===== src/rtl/uart_hex_tx_sequencer.sv =====
// Renders one accepted byte as two ASCII hex chars (plus optional CR LF) into a UART_TX.
// Latency: first o_TX_DV two edges after i_DV when the transmitter is idle; one GAP per char.
// Backpressure: o_Ready only in IDLE; i_DV while busy is dropped and flagged on o_Overrun.
module uart_hex_tx_sequencer #(
  parameter bit APPEND_CRLF = 1'b1,
  parameter bit UPPERCASE   = 1'b1
) (
  input  logic       i_Clk,
  input  logic       i_Rst_L,
  input  logic       i_DV,
  input  logic [7:0] i_Byte,
  output logic       o_Ready,
  output logic       o_Overrun,
  output logic       o_TX_DV,
  output logic [7:0] o_TX_Byte,
  input  logic       i_TX_Active,
  input  logic       i_TX_Done
);

  typedef enum logic [1:0] {IDLE, GAP, STROBE, WAIT_DONE} state_t;

  localparam logic [1:0] LAST_IDX = APPEND_CRLF ? 2'd3 : 2'd1;

  state_t     state, state_nxt;
  logic [1:0] idx, idx_nxt;
  logic [7:0] byte_q, byte_nxt;
  logic [7:0] char_cur;
  logic       ready_nxt, overrun_nxt, tx_dv_nxt;
  logic [7:0] tx_byte_nxt;

  function automatic logic [7:0] hex_char(input logic [3:0] n);
    if (n < 4'd10) return 8'h30 + {4'h0, n};
    return (UPPERCASE ? 8'h41 : 8'h61) + {4'h0, n} - 8'd10;
  endfunction

  always_comb begin
    case (idx)
      2'd0:    char_cur = hex_char(byte_q[7:4]);
      2'd1:    char_cur = hex_char(byte_q[3:0]);
      2'd2:    char_cur = 8'h0D;
      default: char_cur = 8'h0A;
    endcase
  end

  always_ff @(posedge i_Clk or negedge i_Rst_L) begin
    if (!i_Rst_L) begin
      state     <= IDLE;
      idx       <= 2'd0;
      byte_q    <= 8'h00;
      o_Ready   <= 1'b1;
      o_Overrun <= 1'b0;
      o_TX_DV   <= 1'b0;
      o_TX_Byte <= 8'h00;
    end else begin
      state     <= state_nxt;
      idx       <= idx_nxt;
      byte_q    <= byte_nxt;
      o_Ready   <= ready_nxt;
      o_Overrun <= overrun_nxt;
      o_TX_DV   <= tx_dv_nxt;
      o_TX_Byte <= tx_byte_nxt;
    end
  end

  always_comb begin
    state_nxt = state;
    idx_nxt   = idx;
    byte_nxt  = byte_q;
    case (state)
      IDLE: begin
        if (i_DV) begin
          state_nxt = GAP;
          idx_nxt   = 2'd0;
          byte_nxt  = i_Byte;
        end
      end
      // Hold off until the transmitter has fully finished, including its Done cleanup.
      GAP: begin
        if (!i_TX_Active && !i_TX_Done) state_nxt = STROBE;
      end
      STROBE: state_nxt = WAIT_DONE;
      WAIT_DONE: begin
        if (i_TX_Done) begin
          if (idx == LAST_IDX) begin
            state_nxt = IDLE;
          end else begin
            idx_nxt   = idx + 2'd1;
            state_nxt = GAP;
          end
        end
      end
      default: state_nxt = IDLE;
    endcase
  end

  // Registered outputs are computed from the next state so they line up with it.
  always_comb begin
    ready_nxt   = (state_nxt == IDLE);
    overrun_nxt = i_DV && (state != IDLE);
    tx_dv_nxt   = (state_nxt == STROBE);
    tx_byte_nxt = tx_dv_nxt ? char_cur : o_TX_Byte;
  end

endmodule


===== config.mk =====
export PLATFORM = sky130hd
export DESIGN_NAME = uart_hex_tx_sequencer
export DESIGN_NICKNAME = d
export VERILOG_FILES = /design/src/rtl/uart_hex_tx_sequencer.sv
export SDC_FILE = /design/constraint.sdc
export NUM_CORES = 1
export LEC_CHECK = 0
export ABC_AREA = 1
export CAP_MARGIN = 20
export CORE_ASPECT_RATIO = 0.7
export CORE_MARGIN = 3
export CORE_UTILIZATION = 50
export CTS_BUF_LIST = sky130_fd_sc_hd__clkbuf_4 sky130_fd_sc_hd__clkbuf_8
export DETAILED_ROUTE_END_ITERATION = 10
export PLACE_DENSITY = 0.8
export SLEW_MARGIN = 20
export SYNTH_ARGS = -nofsm -noshare
export SYNTH_HDL_FRONTEND = slang
export SYNTH_SLANG_ARGS = --single-unit

===== constraint.sdc =====
create_clock -name i_Clk -period 1.2 [get_ports i_Clk]
set_input_delay 0.36 -clock i_Clk [delete_from_list [all_inputs] [get_ports i_Clk]]
set_output_delay 0.36 -clock i_Clk [all_outputs]
set_load 0.05 [all_outputs]

Word-level counts from Yosys, hierarchy flattened:

Cells that the tools add are included.

* magnitude comparators: 2
* mux-type cells: 18
* reduce and logical (&&, ||, !) cells: 11
* $add $sub $neg: 7
* equality and inequality tests: 10

Operator list (count)
* $mux 8: 4
* $pmux 8 s3: 1
* $add 7x4->8 const A: 2
* $sub 8x4->8 const B: 2
* $add 6x4->7 const A: 2
* $mux 2: 6
* $eq 2x2->1 const B: 5
* $lt 4x4->1 const B: 2
* $pmux 2 s4: 1
* $logic_not 2->1: 3
* $ne 2x2->1 const B: 3
* $mux 1: 5
* $eq 2x1->1 const B: 2
* $pmux 2 s2: 1
* $reduce_and 4->1: 1
* $reduce_bool 2->1: 2
* $add 2x1->2 const B: 1
* $logic_and 1x1->1: 2
* $logic_not 1->1: 2
* $reduce_and 2->1: 1

* bits of input ports: 13
* register bits after elaboration: 23
* logic and storage cells: 55

Logic depth before layout (Yosys ltp):

Gate-level depths: netlist of run 1.

* depth in word-level cells: 5
* mapped depth: 9
* depth with buffers taken out: 9

Worst setup path before layout of run 1:

No wires, ideal clock.

* path type: flip-flop to flip-flop
* start: reg idx[0]
* end: reg idx[0]
* arrival: 1.057 ns
* stages on the path, launching flop included: 6
* data required time: 1.117 ns
* library setup time: 0.083 ns
* slack: 0.061 ns
* period minus slack after synthesis: 1.139 ns
* cell sequence: dfrtp_1 ha_1 o21ai_1 and2_4 nand3_1 o21ai_0

* longest elaborated chain between the ends: 4
* elaborated cells on any way between the ends: 7
* those cells by class: add/sub (1); eq/ne (2); mux (3); reduce/logical (1)

RTL lines
* start, declared: RTL line 25 `logic [1:0] idx, idx_nxt;`
* start signal, assigned: RTL line 56 `idx <= idx_nxt;`
* $add 2x1->2: RTL line 87 `idx_nxt = idx + 2'd1;`
* $mux 2: RTL line 84 `if (idx == LAST_IDX) begin`
* $mux 2: RTL line 83 `if (i_TX_Done) begin`
* $pmux 2 s2: RTL line 69 `case (state)`

Parallel ways exist; a longest one is shown, timed or not. The select of a mux whose other input is x is not followed.
A chain may end at the register's enable or synchronous reset.

Final worst setup path of run 1:

* start: reg byte_q[2]
* end: reg o_TX_Byte[1]

* longest elaborated chain between the ends: 5

RTL lines
* start, declared: RTL line 26 `logic [7:0] byte_q, byte_nxt;`
* start signal, assigned: RTL line 57 `byte_q <= byte_nxt;`
* $lt 4x4->1: RTL line 32 `if (n < 4'd10) return 8'h30 + {4'h0, n};`
* $mux 1: RTL line 32
* $mux 1: RTL line 37 `case (idx)`
* $mux 8: RTL line 33 `return (UPPERCASE ? 8'h41 : 8'h61) + {4'h0, n} - 8'd10;`
* $pmux 8 s3: RTL line 37
* end signal, assigned: RTL line 61 `o_TX_Byte <= tx_byte_nxt;`
* end, declared: RTL line 15 `output logic [7:0] o_TX_Byte,`

No other way between the ends. The select of a mux whose other input is x is not followed.

==> reports/qor.csv, run 1 <==
metric,value,unit
status,"finished, violations left",
violations,setup timing,
numPortBuffers,22,
fin_util,0.938,
rsz0062_at_grt,yes,
yosysSeqAreaShare,0.460,
coreArea,2210,µm²
hp-class,in -> async,
fin_crit,1440,ps
crit_type,reg -> reg,
crit_path_end_kind,register,
synth_area_leaders,"dfrtp_1, nand2_1, nand3_1",
drv_cap,0,
fillers,65,
gp_congestion,0.806,
cts.path.max_buffers,2,
synth_area_per_cell,7.99,µm²
start_kind,register,
finalHoldViolations,0,
cts.clk_slew.worst_paths,130,ps
grt_usage,0.210,
drive_gt1_frac,0.507,
r2r-end,o_TX_Byte[1]$_DFFE_PN0P_,
drt_drc_violations_left,0,
avgRoutedWirePerCell,19.6,µm
grt_pass1_vias,1087,
slowest_stage,dfrtp_1,
critPathArrivalTime,1650,ps
die_area,3030,µm²
die_x,64.5,µm
ios,24,
p_leak,0.000989,µW
tns,-1790,ps
vias,1383,
root_buffer,clkbuf_4,
skew,4.72,ps
fp.dieH,47.0,µm
synth_common_cells,"nand2_1, dfrtp_1, inv_1, nand3_1, nor2_1",
pre_cts_slack,-339,ps
synth_edf_count,0,
overflow,0,
p_per_area,2810,nW/µm²
setup_viol,20,
rows,14,
path_cells,"nor2_1, nor2_2, nand2_1, nand3_1, nand3_1, nand2_1, inv_1",
grt_max_degree,23,
place_inst,218,
numCtsBuffers,3,
synth_seq_cells,22,
ys_warn_count,0,
r2r_start,byte_q[2]$_DFFE_PN0P_,
worstPathRequired,1410,ps
viasPerCell,5.84,
yosysMostFrequentCell,nand2_1,
path_buf_inv,1,
cts_hold_buf,0,
final_nets,225,
cts_tree,built,
yosysTopAreaCellShare,0.438,
firstDrtPassIters,7,
power.total,5810,µW
rr_worst_depth,7,
synth_largest_area_cell,dfrtp_1,
ant_nets,0,
drv_slew,0,
start_util,0.543,
setup_ws,-243,ps
ys_types,26,
synth_ff_type,dfrtp_1,
finalCritPeriodShare,1.20,
postSynthNetCount,169,
num_antenna_cells,0,
critPathMaxFanout,4,
rrSetupSlack,-240,ps
peakVddDrop,1730,µV
area_delta_synth_final,72.7,%
drtIter0Drc,155,
fmax,693,MHz
dp.final_hpwl,2160,µm
synth_cells,150,
fin_cells,237,
cts_max_level,1,
slowest_delay,460,ps
antenna_found_initial,0,
grt_first_pass_wirelength,4750,µm
syn-cell-area,1200,µm²
routed_wirelength,4650,µm
ys_async_sr_fraction,1.00,
critPathTopFamily,simple AND/OR/NAND/NOR gates,
clock-sinks,22,
insertion_delay,310,ps
==> layout make-up <==
class / instances / area [µm²] / area share
inverters: 23 / 91.3 / 0.0441
multi-input cells: 103 / 754 / 0.365
well taps: 32 / 40.0 / 0.0193
flip-flops and latches: 22 / 554 / 0.268
clock buffers: 4 / 36.3 / 0.0175
repair buffers: 53 / 593 / 0.287
==> cells by family after synthesis <==
logic type | share of synthesized area
muxes | 0.00939
AOI/OAI and AO/OA | 0.0814
buffers and inverters | 0.0825
DFF | 0.460
other | 0.00313
adders and majority gates | 0.0626
and+or+nand+nor | 0.301
==> per-stage QoR <==
| stage | cell area [µm²] | hold WS, ps |
|---|---|---|
| 4_1_cts | 1810 | 385 |
| 3_3_place_gp | 1690 | 524 |
| 3_5_place_dp | 1690 | 528 |
| 6_report | 2070 | 389 |
| 2_1_floorplan | 1200 | 64.4 |
| 5_1_grt | 2070 | 380 |
==> how the worst max path moves through the flow <==
stage	startpoint	endpoint	slack, ps	cells past startpoint
floorplan	idx[0]$_DFFE_PN0P_	idx[0]$_DFFE_PN0P_	60	5
global placement	i_TX_Done	state[0]$_DFF_PN0_	-300	4
detailed placement	i_TX_Done	o_Ready$_DFF_PN1_	-340	4
CTS	o_Ready$_DFF_PN1_	o_Ready	-170	1
global route	byte_q[2]$_DFFE_PN0P_	o_TX_Byte[1]$_DFFE_PN0P_	-240	7
finish	byte_q[2]$_DFFE_PN0P_	o_TX_Byte[1]$_DFFE_PN0P_	-240	7
==> cells in the final DEF (no fill, tap or decap), drive strengths merged <==
master         count
o211ai             1
dfrtp             21
o22ai              1
a31oi              1
a21oi              9
nor2              16
nand2             41
clkbuf             4
conb               1
nand3             18
ha                 6
clkdlybuf4s50     12
inv               23
or2                1
and2               1
mux2               1
buf               41
o31ai              1
o21ai              5
dfstp              1
==> flip-flops by register name (all words and copies together) (netlist names) <==
name,flops
o_TX_Byte,7
o_TX_DV,1
o_Overrun,1
state,2
o_Ready,1
idx,2
byte_q,8
==> power breakdown <==
part | switching [µW] | total (µW) | leakage [µW] | internal [µW]
clock network | 232 | 417 | 0.0000210 | 185
registers | 391 | 1450 | 0.000254 | 1060
logic | 2170 | 3950 | 0.000714 | 1780
==> worst register-to-register path: cells and delay by family (launching register included) <==
kind	cells	cell delay, ps
buffers and inverters	1	60
DFF	1	460
and+or+nand+nor	6	830
==> what timing repair did <==
action,CTS,global route
pin swaps,1,26
endpoints found under the setup margin,18,26
buffers inserted,5,10
resized for setup,16,52
==> routing by layer <==
layer / wire, µm / track usage / part of all wire / up-vias
met2: 2240 / 0.395 / 0.48 / 113
met5: 0 / 0 / 0 / -
met1: 1720 / 0.246 / 0.37 / 648
li1: - / - / - / 585
met3: 408 / 0.0478 / 0.088 / 37
met4: 286 / 0.0714 / 0.062 / 0
No activity file was read; power rests on OpenSTA's default activity.
==> run 2: changes to the inputs <==
==> constraint.sdc (replaced) <==
create_clock -name i_Clk -period 1.4 [get_ports i_Clk]
set_input_delay 0.42 -clock i_Clk [delete_from_list [all_inputs] [get_ports i_Clk]]
set_output_delay 0.42 -clock i_Clk [all_outputs]
set_load 0.05 [all_outputs]
==> run 2 against run 1 <==
Net effect: largest cell class unchanged; global-route usage grew 0.14 points; total power shrank 35%; final cell count shrank 10%; critical path depth shrank 6; the flow still finishes with violations (setup timing); sequential share of layout area grew 6.3 points.
==> reports/qor.csv, run 2 (synthesis results as in run 1) <==
metric,value,unit,change
critPathTopFamily,flip-flops,,was simple AND/OR/NAND/NOR gates
ios,24,,unchanged
skew,16.5,ps,was 4.72 ps
grt_first_pass_wirelength,4640,µm,was 4750 µm
largest_reg_flops,8,,unchanged
grtUsageMet3,0.0598,,was 0.0478
final_cell_mix,"nand2_1, dfrtp_1, inv_1",,"was nand2_1, buf_4, dfrtp_1"
peakVddDrop,1260,µV,was 1730 µV
violations,setup timing,,unchanged
internal_power,2020,µW,was 3020 µW
grt_max_degree,23,,unchanged
die_x,64.5,µm,unchanged
fin_util,0.756,,was 0.938
cts_max_level,1,,unchanged
cts.path.max_buffers,2,,unchanged
setup_viol,1,,was 20
grt_util_met2,0.398,,was 0.395
start_util,0.543,,unchanged
largest_register,byte_q,,unchanged
path_buf_inv,1,,unchanged
grt_use_met1,0.235,,was 0.246
rrSetupSlack,60,ps,was -240 ps
worstPathRequired,980,ps,was 1410 ps
pwr-share-seq,0.311,,was 0.249
slowest_delay,570,ps,was 460 ps
drt_drc_violations_left,0,,unchanged
power.total,3750,µW,was 5810 µW
firstDrtPassIters,4,,was 7
setup_ws,-45.8,ps,was -243 ps
clock-sinks,22,,unchanged
final_nets,201,,was 225
finalCritPeriodShare,1.03,,
drive_gt1_frac,0.193,,was 0.507
combPwrFrac,0.593,,was 0.679
avgRoutedWirePerCell,13.2,µm,was 19.6 µm
vias,1096,,was 1383
grt_usage,0.211,,was 0.210
grt_pass1_vias,1050,,was 1087
rsz0062_at_grt,yes,,unchanged
drtIter0Drc,67,,was 155
area_delta_synth_final,39.1,%,was 72.7%
crit_type,reg -> out,,was reg -> reg
slowest_stage,dfstp_2,,was dfrtp_1
dp.final_hpwl,2220,µm,was 2160 µm
critPathArrivalTime,1030,ps,was 1650 ps
numPortBuffers,22,,unchanged
insertion_delay,320,ps,was 310 ps
r2r-end,state[0]$_DFF_PN0_,,was o_TX_Byte[1]$_DFFE_PN0P_
antenna_found_initial,0,,unchanged
num_antenna_cells,0,,unchanged
status,"finished, violations left",,unchanged
drv_cap,0,,unchanged
grt_most_used_layer,met2,,unchanged
r2r_start,idx[1]$_DFFE_PN0P_,,was byte_q[2]$_DFFE_PN0P_
fin_crit,1450,ps,
p_switching,1730,µW,was 2790 µW
drv_slew,0,,unchanged
gp_congestion,0.808,,was 0.806
p_leak,0.000833,µW,was 0.000989 µW
overflow,0,,unchanged
hp-class,in -> async,,unchanged
fillers,172,,was 65
fp.dieH,47.0,µm,unchanged
ant_nets,0,,unchanged
cts.clk_slew.worst_paths,130,ps,about the same
rows,14,,unchanged
finalHoldViolations,0,,unchanged
cts_tree,built,,unchanged
routed_wirelength,2820,µm,was 4650 µm
coreArea,2210,µm²,unchanged
rr_worst_depth,4,,was 7
final_common_cell,nand2_1,,unchanged
path_cells,buf_12,,"was nor2_1, nor2_2, nand2_1, nand3_1, nand3_1, nand2_1, inv_1"
crit_path_end_kind,output pin,,was register
placed_cell_area,1620,µm²,was 1690 µm²
switching_share,0.462,,was 0.480
tns,-45.8,ps,was -1790 ps
critPathMaxFanout,1,,was 4
stdcell_area,1670,µm²,was 2070 µm²
viasPerCell,5.15,,was 5.84
pre_cts_slack,-175,ps,was -339 ps
pwr-share-clk,0.096,,was 0.072
largestRegisters,"byte_q (8), o_TX_Byte (7)",,unchanged
die_area,3030,µm²,unchanged
start_kind,register,,unchanged
p_per_area,2250,nW/µm²,was 2810 nW/µm²
fmax,692,MHz,
root_buffer,clkbuf_4,,unchanged
cts_setup_buffers,0,,was 5
numCtsBuffers,3,,unchanged
cts_hold_buf,0,,unchanged
==> run 2: cell count changes in the layout (fill, tap and decap cells not counted), sizes merged <==
cell / delta
buf: -24
==> run 2: per-stage QoR <==
stage               hold slack, ps  std cells
finish                         451        213
CTS                            474        213
global placement               524        209
floorplan                      124        150
global route                   461        213
detailed placement             529        209
==> run 2: layout make-up <==
cell class	instances	area [µm²]	share of cell area
clock buffer	4	36.3	0.0218
inverter	23	86.3	0.0518
multi-input combinational	103	556	0.333
sequential	22	552	0.331
tap	32	40.0	0.0240
timing repair buffer	29	398	0.239
==> run 2: what timing repair did <==
item / CTS / global route
endpoints found under the setup margin: 1 / 2
hold endpoints to repair: 0 / 0
gates resized for setup: 0 / 3
gates cloned: 0 / 0
==> run 2: worst max-delay path by stage <==
stage	endpoint	slack [ps]	from	cells after the start
floorplan	idx[0]$_DFFE_PN0P_	260	idx[0]$_DFFE_PN0P_	5
global placement	state[0]$_DFF_PN0_	-150	i_TX_Done	4
detailed placement	o_TX_Byte[1]$_DFFE_PN0P_	-170	i_TX_Active	7
CTS	o_Ready	-50	o_Ready$_DFF_PN1_	1
global route	o_Ready	-80	o_Ready$_DFF_PN1_	1
finish	o_Ready	-50	o_Ready$_DFF_PN1_	1
==> run 2: routing by layer <==
layer / vias up / part of all wire
li1: 533 / -
met1: 516 / 0.41
met2: 37 / 0.51
met3: 10 / 0.051
met4: 0 / 0.023
met5: - / 0
==> run 2: power by group through the flow <==
stage	clock, µW	combinational, µW	sequential (µW)
6_report	360	2230	1170
5_1_grt	395	2400	1200
4_1_cts	361	2200	1160
3_5_place_dp	0	2180	1170
3_3_place_gp	0	2100	1150
2_1_floorplan	0	962	1470
